$ cat src/rtl/multi_pump_controller.sv
// Multi-pump cistern controller: debounced level sensing, lead/lag pump rotation,
// minimum off-time, run-time watchdog and hysteretic inlet solenoid.
module multi_pump_controller #(
  parameter int LVL_W         = 3,
  parameter int LVL_MAX       = 4,
  parameter int START_SUP_MAX = 1,
  parameter int START_INF_MIN = 3,
  parameter int STOP_SUP_MIN  = 3,
  parameter int STOP_INF_MAX  = 1,
  parameter int ASSIST_LVL    = 0,
  parameter int SOL_REOPEN    = 3,
  parameter int DEBOUNCE_CYC  = 4,
  parameter int MIN_OFF_CYC   = 8,
  parameter int MAX_RUN_CYC   = 64,
  parameter int NUM_PUMPS     = 2
) (
  input  logic                 clk,
  input  logic                 rst,
  input  logic [LVL_W-1:0]     lvl_inf_raw,
  input  logic [LVL_W-1:0]     lvl_sup_raw,
  input  logic                 fault_clr,
  output logic [NUM_PUMPS-1:0] pump_on,
  output logic                 solenoid_open,
  output logic                 fault,
  output logic [2:0]           lead_idx,
  output logic [LVL_W-1:0]     lvl_inf,
  output logic [LVL_W-1:0]     lvl_sup,
  output logic [1:0]           state
);

  localparam int DB_W  = (DEBOUNCE_CYC > 1) ? $clog2(DEBOUNCE_CYC) : 1;
  localparam int OFF_W = (MIN_OFF_CYC  > 1) ? $clog2(MIN_OFF_CYC)  : 1;
  localparam int RUN_W = $clog2(MAX_RUN_CYC);

  localparam logic [LVL_W-1:0] FULL_L      = LVL_W'(LVL_MAX);
  localparam logic [LVL_W-1:0] START_SUP_L = LVL_W'(START_SUP_MAX);
  localparam logic [LVL_W-1:0] START_INF_L = LVL_W'(START_INF_MIN);
  localparam logic [LVL_W-1:0] STOP_SUP_L  = LVL_W'(STOP_SUP_MIN);
  localparam logic [LVL_W-1:0] STOP_INF_L  = LVL_W'(STOP_INF_MAX);
  localparam logic [LVL_W-1:0] ASSIST_L    = LVL_W'(ASSIST_LVL);
  localparam logic [LVL_W-1:0] REOPEN_L    = LVL_W'(SOL_REOPEN);
  localparam logic [DB_W-1:0]  DB_LAST     = DB_W'(DEBOUNCE_CYC - 1);
  localparam logic [OFF_W-1:0] OFF_LAST    = OFF_W'(MIN_OFF_CYC - 1);
  localparam logic [RUN_W-1:0] RUN_LAST    = RUN_W'(MAX_RUN_CYC - 1);

  typedef enum logic [1:0] {
    IDLE     = 2'd0,
    RUN      = 2'd1,
    COOLDOWN = 2'd2,
    FAULT    = 2'd3
  } state_t;

  // Saturate a raw sensor code to the full-scale value.
  function automatic logic [LVL_W-1:0] sat_lvl(input logic [LVL_W-1:0] raw);
    return (raw > FULL_L) ? FULL_L : raw;
  endfunction

  // Successor pump index, wrapping at NUM_PUMPS.
  function automatic logic [2:0] next_pump(input logic [2:0] idx);
    return (idx == 3'(NUM_PUMPS - 1)) ? 3'd0 : idx + 3'd1;
  endfunction

  logic [LVL_W-1:0] inf_sat_p0, sup_sat_p0;
  logic [LVL_W-1:0] inf_cand_p0, sup_cand_p0;
  logic [DB_W-1:0]  inf_cnt_p0, sup_cnt_p0;

  state_t                 state_q, state_nxt;
  logic [2:0]             lead_nxt;
  logic                   fault_nxt;
  logic [RUN_W-1:0]       run_cnt, run_nxt;
  logic [OFF_W-1:0]       off_cnt, off_nxt;
  logic [NUM_PUMPS-1:0]   pump_nxt;
  logic                   sol_nxt;
  logic                   start_ok, stop_ok, assist_on;

  assign inf_sat_p0 = sat_lvl(lvl_inf_raw);
  assign sup_sat_p0 = sat_lvl(lvl_sup_raw);

  // ---- stage p0 -> p1: debounce filters, one per level channel ----
  always_ff @(posedge clk or posedge rst) begin
    if (rst) begin
      inf_cand_p0 <= '0;
      inf_cnt_p0  <= '0;
      lvl_inf     <= '0;
    end else if (inf_sat_p0 != inf_cand_p0) begin
      inf_cand_p0 <= inf_sat_p0;
      inf_cnt_p0  <= '0;
    end else if (inf_cnt_p0 == DB_LAST) begin
      lvl_inf <= inf_cand_p0;
    end else begin
      inf_cnt_p0 <= inf_cnt_p0 + 1'b1;
    end
  end

  always_ff @(posedge clk or posedge rst) begin
    if (rst) begin
      sup_cand_p0 <= '0;
      sup_cnt_p0  <= '0;
      lvl_sup     <= '0;
    end else if (sup_sat_p0 != sup_cand_p0) begin
      sup_cand_p0 <= sup_sat_p0;
      sup_cnt_p0  <= '0;
    end else if (sup_cnt_p0 == DB_LAST) begin
      lvl_sup <= sup_cand_p0;
    end else begin
      sup_cnt_p0 <= sup_cnt_p0 + 1'b1;
    end
  end

  // ---- stage p1 -> p2: control FSM on filtered levels ----
  assign start_ok  = (lvl_sup <= START_SUP_L) && (lvl_inf >= START_INF_L);
  assign stop_ok   = (lvl_sup >= STOP_SUP_L)  || (lvl_inf <= STOP_INF_L);
  assign assist_on = (NUM_PUMPS > 1) && (lvl_sup <= ASSIST_L);

  always_comb begin
    state_nxt = state_q;
    lead_nxt  = lead_idx;
    fault_nxt = fault;
    run_nxt   = '0;
    off_nxt   = '0;
    pump_nxt  = '0;
    case (state_q)
      IDLE: begin
        if (start_ok) state_nxt = RUN;
      end
      RUN: begin
        // A normal stop wins over the watchdog when both fire together.
        if (stop_ok) begin
          state_nxt = COOLDOWN;
          lead_nxt  = next_pump(lead_idx);
        end else if (run_cnt == RUN_LAST) begin
          state_nxt = FAULT;
          fault_nxt = 1'b1;
        end else begin
          run_nxt = run_cnt + 1'b1;
        end
      end
      COOLDOWN: begin
        if (off_cnt == OFF_LAST) state_nxt = IDLE;
        else                     off_nxt   = off_cnt + 1'b1;
      end
      FAULT: begin
        fault_nxt = 1'b1;
        if (fault_clr) begin
          state_nxt = COOLDOWN;
          fault_nxt = 1'b0;
        end
      end
      default: state_nxt = IDLE;
    endcase

    if (state_nxt == RUN) begin
      for (int i = 0; i < NUM_PUMPS; i++) begin
        if (3'(i) == lead_nxt) pump_nxt[i] = 1'b1;
        if (assist_on && (3'(i) == next_pump(lead_nxt))) pump_nxt[i] = 1'b1;
      end
    end
  end

  // Valve hysteresis: close at full scale, reopen only once back at or below the reopen mark.
  always_comb begin
    sol_nxt = solenoid_open;
    if (lvl_inf == FULL_L)         sol_nxt = 1'b0;
    else if (lvl_inf <= REOPEN_L)  sol_nxt = 1'b1;
  end

  always_ff @(posedge clk or posedge rst) begin
    if (rst) begin
      state_q       <= IDLE;
      lead_idx      <= 3'd0;
      fault         <= 1'b0;
      run_cnt       <= '0;
      off_cnt       <= '0;
      pump_on       <= '0;
      solenoid_open <= 1'b1;
    end else begin
      state_q       <= state_nxt;
      lead_idx      <= lead_nxt;
      fault         <= fault_nxt;
      run_cnt       <= run_nxt;
      off_cnt       <= off_nxt;
      pump_on       <= pump_nxt;
      solenoid_open <= sol_nxt;
    end
  end

  assign state = state_q;

endmodule
$ cat config.mk
export PLATFORM = sky130hd
export DESIGN_NAME = multi_pump_controller
export DESIGN_NICKNAME = d
export VERILOG_FILES = /design/src/rtl/multi_pump_controller.sv
export SDC_FILE = /design/constraint.sdc
export NUM_CORES = 1
export LEC_CHECK = 0
export CAP_MARGIN = 20
export CORE_MARGIN = 2
export CORE_UTILIZATION = 57
export DETAILED_ROUTE_END_ITERATION = 10
export PLACE_DENSITY = 0.92
export SETUP_SLACK_MARGIN = 0.15
export SLEW_MARGIN = 30
export SYNTH_ARGS = -nofsm -noshare
export SYNTH_HDL_FRONTEND = slang
export SYNTH_SLANG_ARGS = --single-unit
$ cat constraint.sdc
create_clock -name clk -period 3.2 [get_ports clk]
set_clock_uncertainty 0.15 [all_clocks]
set_input_delay 0.48 -clock clk [delete_from_list [all_inputs] [get_ports clk]]
set_output_delay 0.48 -clock clk [all_outputs]
set_load 0.01 [all_outputs]
==> metrics <==
status=completed; Tcrit/Tclk final=67.3%; largest net degree at the start of global routing=35; Critical Path AT=1530 ps; sequential area share after synthesis=53.0%; CTS clk-pin slew, worst paths=100 ps; CP peak stage delay=620 ps; row cnt=19; Crit Path Max Fanout=11; share of layout cells above drive strength 1=17.7%; Inst Count DP=181; cells after synthesis=130; initial antenna violation count=0; Max VDD drop=0.433 mV; Req. time, crit path=2570 ps; Synth top area share=51.4%; Final Util=70.5%; Critical Path Source Type=flip-flop; Final Hold Fails=0; DP HPWL=1960 um; number of synthesized flops with an enable pin=0; Slew @ Worst Pin=419 ps; die height=57.1 um; type of the worst setup path=reg2out; Final nets=171; CP bufs+invs=1; root buf cell=clkbuf_4; PortBufs=23; synthesis warning total=0; Mapped Area=1610 um2; ranking of synthesized cells by area=dfrtp_1, mux2_2, ha_1, xor2_1, xnor2_1; Syn Area/Cell=12.4 um2; Max Root-Sink Buffers=2; hold buffers post-CTS=0; Starting Density=59.3%; postcts setup bufs=0; slew margin rel.=72.0%; multi-input logic area=724 um2; FMAX=0.464 GHz; number of remaining DRC errors=0; vias in the first global route=1009; clock latency at the later pin of the worst-skew pair=330 ps; max cap viols=0; core box area=2710 um2; Worst Setup End Kind=output port; routed wire length=2780 um; Post-CTS Resized=0; Avg WL per Cell=14.7 um; max-slew violation count=0; asr flop ratio synth=100%; global-route wire length before repair=4570 um; filler cell count=207; die extent in x=57.1 um; Die ar.=3260 um2; crit path time final=2160 ps; initial DRC count=23; clock sinks=34; First-pass DRT Iterations=4; IO Pins=24; synth unique cells=42; gr usage total=19.0%; # diodes=0; post-route insts no fill=189; most common cell in the netlist=dfrtp_1; Mapped Nets=144; worst hold path type=reg2reg; post-synthesis register bit count=34; top cells by count, synth=dfrtp_1, nor2_1, nand2_1; synthesis-to-finish area growth=18.8%; Crit path max-delay family=buffers and inverters; Congestion Overflow GR=0; routability cong.=0.777; register area=852 um2; Leak=0.865 nW; Slowest cell on crit path=clkdlybuf4s50_1; setup TNS=0 ps; H-tree depth=2; top_reg_cell synth=dfrtp_1; Post-DRT Antenna Nets=0; worst hold-check slack=313 ps; CTS buffer count=5; RSZ-0062 raised after global routing=no; via/cell ratio=5.43; TritonCTS clock tree=yes; via count=1027; area leader, netlist=dfrtp_1; critical-path cell list=clkdlybuf4s50_1; Final setup viols=0; pwr/cell area=486 nW/um2
==> registers in the layout, indices dropped and copies added (netlist names) <==
register and cells:
inf_cand_p0 3, pump_on 2, lvl_inf 3, fault 1, run_cnt 6, sup_cand_p0 3, lead_idx 3, inf_cnt_p0 2
off_cnt 3, lvl_sup 3, sup_cnt_p0 2, solenoid_open 1, state 2
==> routing by layer <==
metal / GRT usage [%] / vias up / part of all wire [%]
li1: - / 502 / -
met1: 21.7 / 501 / 42
met2: 31.2 / 19 / 52
met3: 8.62 / 5 / 4.0
met4: 7.64 / 0 / 1.5
met5: 0 / - / 0
==> metrics by stage <==
stage	instance area [um2]	setup WS [ps]	power, mW
floorplan	1610	1300	0.640
global placement	1860	992	0.708
detailed placement	1860	956	0.719
CTS	1910	1060	0.941
global route	1910	1000	0.981
finish	1910	1040	0.929
==> final timing paths <==
| path | slack, ps | depth (start not counted) | end | from |
|---|---|---|---|---|
| worst min register to register | 310 | 1 | off_cnt[0]$_DFF_PP0_ | off_cnt[0]$_DFF_PP0_ |
| worst min-delay path | 310 | 1 | off_cnt[0]$_DFF_PP0_ | off_cnt[0]$_DFF_PP0_ |
| worst max-delay path | 1040 | 1 | state[0] | state[0]$_DFF_PP0_ |
| worst max register to register | 1210 | 6 | pump_on[0]$_DFF_PP0_ | run_cnt[0]$_DFF_PP0_ |
| max in group asynchronous | 2200 | 3 | solenoid_open$_DFFE_PP1P_ | rst |
| min in group asynchronous | 380 | 3 | sup_cnt_p0[1]$_DFFE_PP0N_ | rst |
==> final cells by class <==
cell class | count | share of cell area [%]
Clock buffer | 8 | 2.56
Inverter | 2 | 0.393
Multi-Input combinational cell | 90 | 37.9
Sequential cell | 34 | 44.6
Tap cell | 31 | 2.03
Timing Repair Buffer | 24 | 12.5
==> power by group <==
group	total, mW	switching, mW	internal [mW]	leakage, nW
sequential	0.523	0.0538	0.470	0.449
clock	0.220	0.132	0.0875	0.0265
combinational	0.186	0.0695	0.116	0.390
==> logic make-up after synthesis <==
| group | synth area share [%] |
|---|---|
| simple gates | 18.2 |
| flops | 53.0 |
| compound gates | 9.73 |
| xor+xnor | 7.08 |
| mux | 6.15 |
| buf+inv | 1.95 |
| fa+ha+maj | 3.89 |
==> placed cells by master, fill, tap and decap left out, types with 2 or more instances in the layout <==
cell type        instances
dfrtp_1                 33
clkdlybuf4s50_1         23
nor2_1                  11
nand2_1                  8
xor2_1                   7
mux2_2                   7
xnor2_1                  6
nor2b_1                  5
ha_1                     5
clkbuf_4                 5
a21oi_1                  4
nand2b_1                 4
clkbuf_1                 3
nor3_1                   2
nor4bb_1                 2
nand3_1                  2
and3_4                   2
inv_1                    2
and3b_1                  2
mux2i_1                  2
Power figures use the tool's default switching activity.
